File: config.mk
export PLATFORM = sky130hd
export DESIGN_NAME = interrupt_sequencer
export DESIGN_NICKNAME = d
export VERILOG_FILES = /design/src/rtl/interrupt_sequencer.sv
export SDC_FILE = /design/constraint.sdc
export NUM_CORES = 1
export LEC_CHECK = 0
export CORE_MARGIN = 1
export CORE_UTILIZATION = 31
export CTS_BUF_LIST = sky130_fd_sc_hd__clkbuf_2 sky130_fd_sc_hd__clkbuf_4 sky130_fd_sc_hd__clkbuf_8
export CTS_CLUSTER_DIAMETER = 200
export DETAILED_ROUTE_END_ITERATION = 16
export GPL_TIMING_DRIVEN = 0
export PLACE_DENSITY = 0.86
export SLEW_MARGIN = 5
export SYNTH_ARGS = -nofsm -noshare
export SYNTH_HDL_FRONTEND = slang
export SYNTH_SLANG_ARGS = --single-unit
export TNS_END_PERCENT = 5
File: constraint.sdc
create_clock -name clk -period 1.5 [get_ports clk]
set_input_delay 0.3 -clock clk [delete_from_list [all_inputs] [get_ports clk]]
set_output_delay 0.3 -clock clk [all_outputs]
set_load 0.02 [all_outputs]
File: src/rtl/interrupt_sequencer.sv
// -----------------------------------------------------------------------------
// interrupt_sequencer
//
// Decides when a 6502-style CPU leaves normal execution for NMI, IRQ, BRK or
// the power-on/reset entry, and runs the seven-step entry sequence:
//   T0, T1 : dummy reads at the current PC
//   T2..T4 : push PCH, PCL, P onto the stack page (reads only for RESET)
//   T5     : fetch vector low byte, set the I flag in P
//   T6     : fetch vector high byte, load PC
//
// Handshake: there is no valid/ready pair here. The decoder raises poll on
// the last cycle of an instruction; busy=1 tells it to hold off until the
// sequence returns to IDLE. Every state step and every strobe is qualified by
// cpu_en; a cpu_en=0 cycle is a pure stall.
//
// Ports
//   clk, reset      clock, synchronous active-high reset
//   cpu_en          clock enable for all sequencer state
//   nmi_n, irq_n    NMI (falling-edge) and IRQ (level) request lines
//   poll, brk       decoder strobe (last instruction cycle) and BRK request
//   p_in, pc_in     current P register and PC
//   s_in            current stack pointer
//   rd_data         memory read data for the current addr
//   busy            sequence in progress
//   addr, wdata, we bus address, write data, write strobe
//   s_dec           decrement S this cycle
//   pc_load,pc_next load PC with pc_next this cycle
//   p_write, p_wd0  per-bit write enable / data toward P
//   dbg_state       current sequencer state, for observation only
// -----------------------------------------------------------------------------
module interrupt_sequencer #(
  parameter logic [15:0] NMI_VEC    = 16'hFFFA,
  parameter logic [15:0] RST_VEC    = 16'hFFFC,
  parameter logic [15:0] IRQ_VEC    = 16'hFFFE,
  parameter logic [7:0]  STACK_PAGE = 8'h01
) (
  input  logic        clk,
  input  logic        reset,
  input  logic        cpu_en,
  input  logic        nmi_n,
  input  logic        irq_n,
  input  logic        poll,
  input  logic        brk,
  input  logic [7:0]  p_in,
  input  logic [15:0] pc_in,
  input  logic [7:0]  s_in,
  input  logic [7:0]  rd_data,
  output logic        busy,
  output logic [15:0] addr,
  output logic [7:0]  wdata,
  output logic        we,
  output logic        s_dec,
  output logic        pc_load,
  output logic [15:0] pc_next,
  output logic [7:0]  p_write,
  output logic [7:0]  p_wd0,
  output logic [2:0]  dbg_state
);

  // Sequencer states
  localparam logic [2:0] S_IDLE = 3'd0;
  localparam logic [2:0] S_T0   = 3'd1;
  localparam logic [2:0] S_T1   = 3'd2;
  localparam logic [2:0] S_T2   = 3'd3;
  localparam logic [2:0] S_T3   = 3'd4;
  localparam logic [2:0] S_T4   = 3'd5;
  localparam logic [2:0] S_T5   = 3'd6;
  localparam logic [2:0] S_T6   = 3'd7;

  // Kind of entry being serviced
  localparam logic [1:0] K_RESET = 2'd0;
  localparam logic [1:0] K_NMI   = 2'd1;
  localparam logic [1:0] K_IRQ   = 2'd2;
  localparam logic [1:0] K_BRK   = 2'd3;

  // I flag position in P
  localparam logic [7:0] P_I_MASK = 8'h04;

  logic [2:0]  state_q, state_d;
  logic [1:0]  kind_q, kind_d;
  logic        nmi_pending_q, nmi_pending_d;
  logic        nmi_prev_q, nmi_prev_d;
  logic [15:0] vec_q, vec_d;
  logic [7:0]  lo_q, lo_d;

  logic        nmi_edge;
  logic        nmi_clr;
  logic        strobe_ok;
  logic        we_raw, s_dec_raw, pc_load_raw, p_write_raw;
  logic [15:0] stack_addr;
  logic [7:0]  p_push;

  // ---------------------------------------------------------------------------
  // Next-state logic
  // ---------------------------------------------------------------------------
  always_comb begin
    state_d       = state_q;
    kind_d        = kind_q;
    vec_d         = vec_q;
    lo_d          = lo_q;
    nmi_prev_d    = nmi_prev_q;
    nmi_pending_d = nmi_pending_q;
    nmi_edge      = nmi_prev_q & ~nmi_n;
    nmi_clr       = 1'b0;

    if (cpu_en) begin
      case (state_q)
        S_IDLE: begin
          if (poll) begin
            // Priority: pending NMI, unmasked IRQ, then BRK. An IRQ taken
            // in the same poll as a BRK simply drops the BRK.
            if (nmi_pending_q) begin
              kind_d  = K_NMI;
              state_d = S_T0;
            end else if (!irq_n && !p_in[2]) begin
              kind_d  = K_IRQ;
              state_d = S_T0;
            end else if (brk) begin
              kind_d  = K_BRK;
              state_d = S_T0;
            end
          end
        end
        S_T0: state_d = S_T1;
        S_T1: state_d = S_T2;
        S_T2: state_d = S_T3;
        S_T3: state_d = S_T4;
        S_T4: begin
          state_d = S_T5;
          // The vector is chosen as late as possible so an NMI arriving
          // during an IRQ/BRK push hijacks the entry (B already pushed).
          if (kind_q == K_RESET) begin
            vec_d = RST_VEC;
          end else if (nmi_pending_q) begin
            vec_d   = NMI_VEC;
            nmi_clr = 1'b1;
          end else if (kind_q == K_NMI) begin
            vec_d = NMI_VEC;
          end else begin
            vec_d = IRQ_VEC;
          end
        end
        S_T5: begin
          lo_d    = rd_data;
          state_d = S_T6;
        end
        S_T6: state_d = S_IDLE;
        default: state_d = S_IDLE;
      endcase

      // A fresh falling edge survives a simultaneous clear so it is taken
      // at the next poll rather than lost.
      nmi_prev_d    = nmi_n;
      nmi_pending_d = (nmi_pending_q & ~nmi_clr) | nmi_edge;
    end
  end

  // ---------------------------------------------------------------------------
  // State registers
  // ---------------------------------------------------------------------------
  always_ff @(posedge clk) begin
    if (reset) begin
      state_q       <= S_T0;
      kind_q        <= K_RESET;
      nmi_pending_q <= 1'b0;
      nmi_prev_q    <= 1'b1;
      vec_q         <= RST_VEC;
      lo_q          <= 8'h00;
    end else begin
      state_q       <= state_d;
      kind_q        <= kind_d;
      nmi_pending_q <= nmi_pending_d;
      nmi_prev_q    <= nmi_prev_d;
      vec_q         <= vec_d;
      lo_q          <= lo_d;
    end
  end

  // ---------------------------------------------------------------------------
  // Bus and register-file outputs
  // ---------------------------------------------------------------------------
  assign stack_addr = {STACK_PAGE, s_in};
  // Pushed P: bit 5 always reads 1, bit 4 (B) marks a software BRK.
  assign p_push     = {p_in[7:6], 1'b1, (kind_q == K_BRK), p_in[3:0]};

  always_comb begin
    addr        = pc_in;
    wdata       = 8'h00;
    we_raw      = 1'b0;
    s_dec_raw   = 1'b0;
    pc_load_raw = 1'b0;
    p_write_raw = 1'b0;

    case (state_q)
      S_T0, S_T1: addr = pc_in;
      S_T2: begin
        addr      = stack_addr;
        wdata     = pc_in[15:8];
        we_raw    = (kind_q != K_RESET);
        s_dec_raw = 1'b1;
      end
      S_T3: begin
        addr      = stack_addr;
        wdata     = pc_in[7:0];
        we_raw    = (kind_q != K_RESET);
        s_dec_raw = 1'b1;
      end
      S_T4: begin
        addr      = stack_addr;
        wdata     = p_push;
        we_raw    = (kind_q != K_RESET);
        s_dec_raw = 1'b1;
      end
      S_T5: begin
        addr        = vec_q;
        p_write_raw = 1'b1;
      end
      S_T6: begin
        addr        = vec_q + 16'd1;
        pc_load_raw = 1'b1;
      end
      default: addr = pc_in;
    endcase
  end

  // Strobes only fire on a real step; reset suppresses any write that was
  // about to happen in the cycle it is asserted.
  assign strobe_ok = cpu_en & ~reset;

  assign busy      = reset | (state_q != S_IDLE);
  assign we        = we_raw & strobe_ok;
  assign s_dec     = s_dec_raw & strobe_ok;
  assign pc_load   = pc_load_raw & strobe_ok;
  assign pc_next   = {rd_data, lo_q};
  assign p_write   = (p_write_raw & strobe_ok) ? P_I_MASK : 8'h00;
  assign p_wd0     = p_write_raw ? P_I_MASK : 8'h00;
  assign dbg_state = state_q;

endmodule

# [After elaboration in Yosys (flattened, before gate mapping)]
# Index checks and enable logic that the tools add are counted.
[word_totals] in_bits=47 register_bits=31 output_inout_bits=63 wordCells=66
[classes] n_bitwise=12 mux=23 n_reduce_logical=13 eq_ne=11 add_sub_neg=1
[ops] op="$pmux W16 S3" n=1
[ops] op="$mux W3" n=9
[ops] op="$pmux W3 S8" n=1
[ops] op="$pmux W8 S3" n=1
[ops] op="$add A16 B1 Y16 const B" n=1
[ops] op="$eq A3 B3 Y1 const B" n=4
[ops] op="$mux W1" n=8
[ops] op="$and A1 B1 Y1" n=7
[ops] op="$eq A3 B2 Y1 const B" n=2
[ops] op="$mux W2" n=3
[ops] op="$reduce_bool A3 Y1" n=2
[ops] op="$ne A4 B4 Y1 const B" n=1
[ops] op="$reduce_and A2 Y1" n=2
[ops] op="$reduce_and A4 Y1" n=1
[ops] op="$eq A3 B1 Y1 const B" n=1
[ops] op="$logic_not A3 Y1" n=1
[ops] op="$not A1 Y1" n=3
[ops] op="$reduce_and A3 Y1" n=1
[ops] op="$reduce_or A3 Y1" n=1
[ops] op="$eq A2 B1 Y1 const B" n=1
[ops] op="$eq A2 B2 Y1 const B" n=1
[ops] op="$logic_not A1 Y1" n=2
[ops] op="$logic_not A2 Y1" n=1
[ops] op="$ne A2 B2 Y1 const B" n=1
[ops] op="other kinds (3)" n=4

# [Logic depth before layout (Yosys ltp)]
[depth] word_depth=7 depth_mapped=6 depth_no_buf=4

# [Least setup slack after synthesis]
# OpenSTA, ideal clock, no wires.
[synth_path] kind="register to output" from="register state_q[1] (netlist: dbg_state[1])" to="output port we" stages_incl_launch_ff=6 arrival_ns=1.824 path_buffers=1 required_time_ns=1.200 slack_ns=-0.624 cell_sequence="dfxtp_1 > buf_4 > nand2_2 > nor2_2 > nor2_1 > nor4b_1"
[synth_via] elab_chain_cells=4 elab_cells_between_ends=6 classes_between="eq/ne (3); mux (1); bitwise (1); reduce/logical (1)"
[synth_rtl] item="from (decl)" line="79" rtl="logic [2:0] state_q, state_d;"
[synth_rtl] item="from (signal assigned)" line="170" rtl="state_q <= state_d;"
[synth_rtl] item="$eq A3 B3 Y1 / $eq A3 B2 Y1 (equally long branches)" line="194" rtl="case (state_q)"
[synth_rtl] item="$reduce_or A3 Y1 (no line) (*)"
[synth_rtl] item="$mux W1 (*)"
[synth_rtl] item="$and A1 B1 Y1 (*)" line="231" rtl="assign we = we_raw & strobe_ok;"
[synth_rtl] item="to (decl)" line="51" rtl="output logic we,"
# Every way passes the cells marked *; elsewhere a longest branch is shown, timed or not.

# [Worst setup path after layout]
[layout_path] from="register state_q[2] (netlist: dbg_state[2])" to="output port addr[1]"
[layout_via] elab_chain_cells=3 elab_cells_between_ends=7 classes_between="eq/ne (5); mux (1); reduce/logical (1)"
[layout_rtl] item="$eq A3 B3 Y1 / $eq A3 B2 Y1 (equally long branches)" line="194"
[layout_rtl] item="$reduce_or A3 Y1 (no line)"
[layout_rtl] item="$pmux W16 S3 (*)" line="194"
[layout_rtl] item="to (decl)" line="49" rtl="output logic [15:0] addr,"
# Marks and branches as above.

==> impl_metrics.toml <==
[floorplan]
rows = 24
die_y_um = 70.0
pin_count = 110
coreArea_mm2 = 0.00438
start_util_pct = 32.7
die_x_um = 70.0
die_area_mm2 = 0.00490

[power_and_ir_drop]
p_switching_mw = 0.738
power_frac_seq_pct = 24.7
peakVddDrop_mv = 0.405
internal_power_mw = 1.22
p_leak_nw = 1.29
power_frac_comb_pct = 56.9
p_clk_share_pct = 18.4
swShare_pct = 37.8
p_per_area_mw_per_mm2 = 671

[clock_network]
h-tree-depth = 1
cts.path.max_buffers = 2
cts_inserted_buffers = 3
cts_tree = "yes"
clk_pin_slew_ns = 0.06
cts_root_buf = "clkbuf_8"
clk_latency_ns = 0.25
cts_sinks = 17
hold_buffers = 0

[grt]
overflow = 0
grt_pass1_wl_um = 8790
grt_max_degree = 11
antenna_found_initial = 0
grt_usage_pct = 21.9
grt_pass1_vias = 1889

[route]
first_iter_violations = 96
drc = 0
ant_nets = 0
via_count = 1930
drt_wl_total_um = 5710
firstDrtPassIters = 4
wl_per_cell_um = 15.0
viasPerCell = 5.08

[synth]
ys_ff_latch = 17
synth-xor-area-share_pct = 1.22
synth-compound-area-share_pct = 23.8
yosysWarnings = 0
synthTopCellsByArea = "dfxtp_1 24%, buf_4 13%, a21oi_1 8.7%, nand2_1 8.1%, mux2i_1 5.6%"
synth_top_cell_area_share_pct = 23.8
muxShareOfSynthArea_pct = 7.16
synthesis.area_mm2 = 0.00143
avgSynthCellArea_um2 = 7.09
synth_top_family_by_area = "simple AND/OR/NAND/NOR gates"
yosysTopAreaCell = "dfxtp_1"
synth_cells = 202
yosys.area_share.simple_pct = 26.3
synthAdderAreaFrac_pct = 0
yosysUniqueCellTypes = 39
seq_area_frac_synth_pct = 23.8

[critical_path]
cp_max_fo = 5
crit_path_end_kind = "primary output"
cp.arrival_ns = 1.49
required_ns = 1.20
path_class = "flop to primary output"
critPathLaunchType = "flop"

[place]
place.gp.congestion = 0.796
post-place-ws_ns = -1.01
place_area_mm2 = 0.00257
io_buffers = 93
hpwl_um = 3790

[job]
max-cap-violations = 0

[sta]
fin_crit_sh_pct = 120
finalHoldViolations = 0
finalMaxSlewViolations = 0
rsz0062_at_grt = "true"
finalSetupViolations = 31
fmaxAchievable_ghz = 0.558
finalCriticalPeriod_ns = 1.79
tns_ns = -6.51
fin_skew_ns = 0.00183
finalWorstSetupSlack_ns = -0.293
hold_slack_ns = 0.454

[finish]
area_growth_pct = 103
fin_nets = 376
layout-drive-gt1-share_pct = 43.3
post-route-util_pct = 66.4
design_area_mm2 = 0.00291
diodes = 0

[min_path]
worstHoldPathType = "flop to flop"

[run_status]
violations = "setup timing"
status = "complete, but fails checks"
## cells in the mapped netlist (all sizes together)
| cell | number |
|---|---|
| buf | 32 |
| nand2 | 32 |
| a21oi | 25 |
| nor2 | 23 |
| dfxtp | 17 |
| o21ai | 9 |
| mux2i | 8 |
| a211oi | 7 |
| o22ai | 7 |
| and2 | 4 |
| clkbuf | 4 |
| nor2b | 4 |
| nor3b | 3 |
| o21bai | 3 |
| inv | 2 |
| mux2 | 2 |
| nand2b | 2 |
| nor3 | 2 |
| o32ai | 2 |
| or2 | 2 |
| a22oi | 1 |
| a31oi | 1 |
| and4b | 1 |
| conb | 1 |
| nand3 | 1 |
| nand4b | 1 |
| nor4 | 1 |
| nor4b | 1 |
| o221ai | 1 |
| or3 | 1 |
| xnor2 | 1 |
| xor2 | 1 |
## worst paths after layout
path	startpoint	endpoint	slack, ns	cells past startpoint
min	lo_q[0]$_SDFFE_PP0P_	lo_q[0]$_SDFFE_PP0P_	0.45	2
max	dbg_state[2]$_SDFFE_PP0P_	addr[1]	-0.29	5
min reg2reg	lo_q[0]$_SDFFE_PP0P_	lo_q[0]$_SDFFE_PP0P_	0.45	2
max reg2reg	dbg_state[0]$_SDFFE_PP1P_	kind_q[1]$_SDFFE_PP0P_	-0.08	6
## per-layer routing
layer  part of all wire, %  GRT usage [%]  wire (µm)  vias to the layer above
met2                    52           39.7       2960                       92
li1                      -              -          -                      921
met5                     0              0          0                        -
met3                   6.7           5.05        385                       14
met1                    39           24.8       2230                      903
met4                   2.4           7.78        137                        0
## stage by stage
step	instances	power, mW
after floorplan	215	1.03
after global placement	360	1.44
after detailed placement	360	1.45
after CTS	378	1.90
after global routing	380	2.05
final	380	1.95
## critical path, cell delays in order, from the launching register on
cell,delay (ns)
dfxtp_4,0.41
buf_12,0.14
mux2_2,0.34
o32ai_2,0.12
a21oi_1,0.08
buf_4,0.16
## flip-flops by register name, summed over array words and instances (netlist names)
| signal | flops |
|---|---|
| nmi_prev_q | 1 |
| nmi_pending_q | 1 |
| kind_q | 2 |
| vec_q | 2 |
| lo_q | 8 |
| dbg_state | 3 |
## timing repair
| action | CTS | global route |
|---|---|---|
| resized for setup | 213 | 24 |
| buffers inserted | 12 | 2 |
| setup endpoints to repair | 55 | 45 |
| pin swaps | 14 | 9 |
| cloned | 2 | 0 |
## area by class of cell
class | count | area, µm²
Fill cell | 389 | 1470
Inverter | 2 | 10.0
Clock buffer | 4 | 48.8
Tap cell | 52 | 65.1
Buffer | 36 | 358
Sequential cell | 17 | 352
Timing Repair Buffer | 108 | 982
Multi-Input combinational cell | 161 | 1100
## placed cells by master (no fill, tap or decap), types with 2 or more instances in the layout
master           count
a211oi_1             2
a211oi_2             3
a211oi_4             2
a21oi_1             15
a21oi_2             10
and2_1               3
buf_12               3
buf_2                5
buf_4               59
buf_6               11
buf_8                3
clkbuf_8             6
clkdlybuf4s15_2      2
clkdlybuf4s50_1     45
conb_1              14
dfxtp_1             14
dfxtp_4              3
dlygate4sd2_1       11
mux2_2               2
mux2i_1              8
nand2_1             30
nor2_1              11
nor2_2               9
nor2_4               4
nor2b_1              3
nor3b_2              2
o21ai_1              8
o21bai_1             3
o22ai_1              7
o32ai_2              2
## kinds of logic after synthesis
| group | Yosys count |
|---|---|
| simple gates | 78 |
| compound gates | 56 |
| flops | 17 |
| xor+xnor | 2 |
| buf+inv | 38 |
| other cells | 1 |
| mux | 10 |
## power by group through the flow
stage	Combinational (mW)	Sequential, mW	Clock (mW)
after floorplan	0.535	0.495	0
after global placement	0.950	0.486	0
after detailed placement	0.962	0.487	0
after CTS	1.04	0.481	0.373
after global routing	1.17	0.484	0.395
final	1.11	0.483	0.360
Note: power is estimated with default switching activity, not from simulation.
